==> config.mk <==
export PLATFORM = sky130hd
export DESIGN_NAME = fbw_pattern_seq
export DESIGN_NICKNAME = d
export VERILOG_FILES = /design/src/rtl/fbw_pattern_seq.sv
export SDC_FILE = /design/constraint.sdc
export NUM_CORES = 1
export LEC_CHECK = 0
export CELL_PAD_IN_SITES_DETAIL_PLACEMENT = 1
export CELL_PAD_IN_SITES_GLOBAL_PLACEMENT = 2
export CORE_ASPECT_RATIO = 0.5
export CORE_MARGIN = 2
export CORE_UTILIZATION = 26
export DETAILED_ROUTE_END_ITERATION = 10
export HOLD_SLACK_MARGIN = 0.05
export PLACE_DENSITY_LB_ADDON = 0.1
export SKIP_LAST_GASP = 1
export SYNTH_ARGS = -nofsm -noshare
export SYNTH_HDL_FRONTEND = slang
export SYNTH_SLANG_ARGS = --single-unit
==> constraint.sdc <==
create_clock -name clk -period 1.65 [get_ports clk]
set_input_delay 0.33 -clock clk [delete_from_list [all_inputs] [get_ports clk]]
set_output_delay 0.33 -clock clk [all_outputs]
set_load 0.005 [all_outputs]
==> src/rtl/fbw_pattern_seq.sv <==
`default_nettype none
// ============================================================================
// fbw_pattern_seq : fills the panel back buffer with a test pattern, row by row
// Revision: 1.0
// ============================================================================
module fbw_pattern_seq #(
    parameter int N_ROWS     = 64,
    parameter int N_COLS     = 64,
    parameter int LOG_N_ROWS = $clog2(N_ROWS),
    parameter int LOG_N_COLS = $clog2(N_COLS)
) (
    input  logic                  clk,
    input  logic                  rst_n,
    input  logic                  enable,
    input  logic [1:0]            mode,
    input  logic [23:0]           color,
    output logic                  busy,
    output logic [15:0]           frame_cnt,
    output logic [LOG_N_ROWS-1:0] fbw_row_addr,
    output logic                  fbw_row_store,
    input  logic                  fbw_row_rdy,
    output logic                  fbw_row_swap,
    output logic [23:0]           fbw_data,
    output logic [LOG_N_COLS-1:0] fbw_col_addr,
    output logic                  fbw_wren,
    output logic                  frame_swap,
    input  logic                  frame_rdy
);

    localparam logic [LOG_N_ROWS-1:0] C_LAST_ROW = LOG_N_ROWS'(N_ROWS - 1);
    localparam logic [LOG_N_COLS-1:0] C_LAST_COL = LOG_N_COLS'(N_COLS - 1);
    localparam int                    C_GSHIFT   = 8 - LOG_N_COLS;

    typedef enum logic [2:0] {
        IDLE     = 3'd0,
        WRITE    = 3'd1,
        WAIT_ROW = 3'd2,
        STORE    = 3'd3,
        WAIT_FRM = 3'd4,
        SWAP     = 3'd5
    } state_t;

    state_t                r_state;
    logic [LOG_N_ROWS-1:0] r_row;
    logic [LOG_N_COLS-1:0] r_col;
    logic [1:0]            r_mode;
    logic [23:0]           r_color;

    logic                  w_row_b3;
    logic                  w_col_b3;
    logic [7:0]            w_grad;
    logic [23:0]           w_pixel;

    // Bit 3 of a narrow address does not exist and reads as zero.
    if (LOG_N_ROWS > 3) begin : g_row_b3
        assign w_row_b3 = r_row[3];
    end else begin : g_row_b3_zero
        assign w_row_b3 = 1'b0;
    end

    if (LOG_N_COLS > 3) begin : g_col_b3
        assign w_col_b3 = r_col[3];
    end else begin : g_col_b3_zero
        assign w_col_b3 = 1'b0;
    end

    always_comb begin
        w_grad  = 8'(8'(r_col) << C_GSHIFT);
        w_pixel = 24'h000000;
        case (r_mode)
            2'd0: w_pixel = r_color;
            2'd1: w_pixel = {w_grad, w_grad, w_grad};
            2'd2: w_pixel = (w_col_b3 ^ w_row_b3) ? 24'hFFFFFF : 24'h000000;
            default: w_pixel = (r_col == frame_cnt[LOG_N_COLS-1:0]) ? r_color : 24'h000000;
        endcase
    end

    // Outputs are registered from the current state, so every strobe trails
    // its state by one cycle while busy tracks the state register directly.
    always_ff @(posedge clk) begin
        if (!rst_n) begin
            r_state       <= IDLE;
            r_row         <= '0;
            r_col         <= '0;
            r_mode        <= 2'd0;
            r_color       <= 24'h000000;
            busy          <= 1'b0;
            frame_cnt     <= 16'h0000;
            fbw_row_addr  <= '0;
            fbw_col_addr  <= '0;
            fbw_data      <= 24'h000000;
            fbw_wren      <= 1'b0;
            fbw_row_store <= 1'b0;
            fbw_row_swap  <= 1'b0;
            frame_swap    <= 1'b0;
        end else begin
            fbw_wren      <= 1'b0;
            fbw_row_store <= 1'b0;
            fbw_row_swap  <= 1'b0;
            frame_swap    <= 1'b0;
            fbw_data      <= 24'h000000;
            fbw_row_addr  <= r_row;
            fbw_col_addr  <= r_col;

            case (r_state)
                IDLE: begin
                    if (enable) begin
                        r_mode  <= mode;
                        r_color <= color;
                        r_row   <= '0;
                        r_col   <= '0;
                        r_state <= WRITE;
                        busy    <= 1'b1;
                    end
                end
                WRITE: begin
                    fbw_wren <= 1'b1;
                    fbw_data <= w_pixel;
                    if (r_col == C_LAST_COL) begin
                        r_state <= WAIT_ROW;
                    end else begin
                        r_col <= r_col + LOG_N_COLS'(1);
                    end
                end
                WAIT_ROW: begin
                    if (fbw_row_rdy) begin
                        r_state <= STORE;
                    end
                end
                STORE: begin
                    fbw_row_store <= 1'b1;
                    fbw_row_swap  <= 1'b1;
                    if (r_row == C_LAST_ROW) begin
                        r_state <= WAIT_FRM;
                    end else begin
                        r_row   <= r_row + LOG_N_ROWS'(1);
                        r_col   <= '0;
                        r_state <= WRITE;
                    end
                end
                WAIT_FRM: begin
                    if (frame_rdy) begin
                        r_state <= SWAP;
                    end
                end
                SWAP: begin
                    frame_swap <= 1'b1;
                    frame_cnt  <= frame_cnt + 16'd1;
                    if (enable) begin
                        r_mode  <= mode;
                        r_color <= color;
                        r_row   <= '0;
                        r_col   <= '0;
                        r_state <= WRITE;
                    end else begin
                        r_state <= IDLE;
                        busy    <= 1'b0;
                    end
                end
                default: begin
                    r_state <= IDLE;
                    busy    <= 1'b0;
                end
            endcase
        end
    end

endmodule
`default_nettype wire

==> results.tsv <==
stage	metric	value	unit
outcome	status	complete, no violations	
pwr	power_frac_comb	9.3	%
synth	ys.flop_type	dfxtp_1	
die	die_y	91.0	µm
pwr	power_frac_clock	43.7	%
place	dp_cells	776	
pwr	powerDensity	876	nW/µm²
die	core.rowCount	31	
worst_setup_path	worstPathCellList	buf_6 -> clkdlybuf4s50_1	
place	hpwl	8780	µm
die	coreArea	14600	µm²
global_routing	use_met1	22.2	%
drt	drc	0	
worst_setup_path	crit_arrival	1.27	ns
global_routing	use_met3	3.64	%
drt	via_per_inst	4.64	
cells_and_area	area_growth	49.8	%
pwr	internal_power	3960	µW
worst_setup_path	crit_type	reg2out	
place	placed_area	5420	µm²
clocking	cts_sinks	97	
cells_and_area	fillers	1711	
sta	fmaxAchievable	0.626	GHz
synth	syn_avg_cell_area	8.58	µm²
pwr	swShare	23.4	%
global_routing	track_usage	15.7	%
worst_setup_path	startpoint_type	flop	
sta	hold_viol	0	
die	die_area	16200	µm²
hold_path	hp-class	reg2reg	
synth	yosys_warnings	0	
sta	setup_viol	0	
place	place_congestion	0.780	
worst_setup_path	worst-path-max-fanout	3	
die	start_util	26.9	%
clocking	cts-root-buf	clkbuf_16	
synth	synth_nets	493	
synth	seq_area_frac_synth	49.3	%
global_routing	grt_pass1_wl	19800	µm
clocking	htree_num_levels	3	
cells_and_area	fin_nets	631	
worst_setup_path	critPathSlowestCell	clkdlybuf4s50_1	
synth	async_flop_share	0	%
pwr	pwr-share-seq	47.0	%
clocking	numCtsBuffers	9	
clocking	clk_pin_slew	0.07	ns
clocking	clock_path_buffers	2	
drt	drt_iter0_drc	174	
die	ios	88	
job	cap_violations	0	
pwr	p_leak	0.00236	µW
die	die_w	178	µm
cells_and_area	num_antenna_cells	0	
pwr	peakVddDrop	0.379	mV
sta	finClkSkew	0.00795	ns
hold_path	whs_path_depth	2	
synth	ys_types	51	
synth	netlist_instances	459	
place	portBuffers	87	
cells_and_area	drive_above_1_share	19.3	%
global_routing	grt_most_used_layer	met2	
drt	wl	12200	µm
sta	rsz0062_at_grt	true	
global_routing	grtUsageMet2	24.1	%
synth	synth-edff-count	0	
drt	ant_nets	0	
synth	ys_ff_latch	97	
cells_and_area	mostFrequentLayoutCell	dfxtp_1	
pwr	switching_power	1210	µW
clocking	clk_latency	0.34	ns
global_routing	grt_pass1_vias	3850	
drt	via_count	3709	
drt	first_pass_iters	4	
sta	period_needed	1.60	ns
drt	wire_per_inst	15.3	µm
sta	fin_crit_sh	96.8	%
worst_setup_path	cpPeakStageDelay	0.48	ns
sta	maxSlewViolCount	0	
cells_and_area	final_cells	799	
worst_setup_path	worstSetupEndpointType	output port	
cells_and_area	final_cell_mix	84 x dfxtp_1, 81 x clkdlybuf4s50_1, 66 x nand2_1	
global_routing	grt_overflow	0	
synth	netlist_area	3940	µm²
worst_setup_path	crit_required	1.32	ns
cells_and_area	design_area	5900	µm²
worst_setup_path	rr_worst_depth	5	
global_routing	grt_max_degree	39	
sta	slew_headroom	74.7	%
sta	worst_slew_pin_slew	0.375	ns
clocking	cts_tree	built	
global_routing	antenna_found_initial	0	
sta	holdWs	0.455	ns
-- worst max-delay path, delay by kind of cell (launching register included) --
family / cells / cell delay, ns
buffers and inverters: 2 / 0.58
DFF: 1 / 0.35
-- area by class of cell --
type                            instances  area (µm²)  share of cell area (%)
Sequential cell                        97        1960                    33.2
Clock inverter                          6        91.3                    1.55
Timing Repair Buffer                  155        1450                    24.6
Clock buffer                            9         225                    3.82
Tap cell                              198         248                    4.20
Inverter                               14        52.6                   0.890
Multi-Input combinational cell        320        1870                    31.7
-- synth_stat cells (4+ instances only) --
master	instances	area share, %
a32oi_1	4	0.89
nor3_1	4	0.51
and2_1	8	1.3
nand3b_1	9	1.7
xor2_1	11	2.4
o21ai_0	40	5.1
buf_2	10	1.3
dfxtp_1	97	49
a31oi_1	8	1.3
inv_1	14	1.3
nand2b_1	4	0.64
o211ai_1	6	1.1
xnor2_1	6	1.3
nor2_1	43	4.1
nand3_1	12	1.5
clkbuf_1	13	1.2
nand2_1	67	6.4
a21oi_1	40	5.1
nand4_1	6	0.95
-- cells by family after synthesis --
family / share of synthesized area (%)
simple gates: 22.2
compound gates: 18.4
flops: 49.3
buf+inv: 4.60
xor+xnor: 3.78
mux: 0.794
fa+ha+maj: 0.953
-- power groups by stage --
stage / combinational, µW / sequential, µW / clock [µW]
global route: 537 / 2440 / 2450
global placement: 469 / 2490 / 0
CTS: 475 / 2430 / 2350
detailed placement: 474 / 2490 / 0
floorplan: 225 / 2480 / 0
finish: 480 / 2430 / 2260
-- final timing paths --
kind           startpoint            to  slack (ns)
min            r_color[1]    r_color[1]        0.45
max reg2reg    r_state[2]      r_col[1]        0.09
min reg2reg    r_color[1]    r_color[1]        0.45
max          frame_cnt[1]  frame_cnt[1]        0.05
-- through the flow --
stage	utilization, %	setup WS, ns	TNS [ns]	total power [µW]
6_report	40.4	0.0526	0	5170
5_1_grt	40.4	-0.0181	-0.0181	5430
3_3_place_gp	37.0	-0.169	-8.42	2950
3_5_place_dp	37.0	-0.206	-9.54	2960
2_1_floorplan	-	0.0216	0	2700
4_1_cts	39.6	-0.0714	-0.0714	5260
-- flip-flops by register name, summed over array words and instances, names as in the netlist, 2 cells and up --
register and cells:
fbw_data 24, r_color 24, frame_cnt 16, fbw_col_addr 6, fbw_row_addr 6, r_col 6
r_row 6, r_state 3, r_mode 2
-- layer usage --
metal,vias up,wire length (µm)
met4,0,102
met3,10,592
met2,68,5230
li1,1873,-
met5,-,0
met1,1758,6270
-- repair_timing --
action / in CTS / in global routing
resized for setup: 12 / 25
setup buffers: 5 / 3
endpoints found under the setup margin: 15 / 57
pin swaps: 0 / 0
hold buffers: 0 / 0
Power figures use the tool's default switching activity.
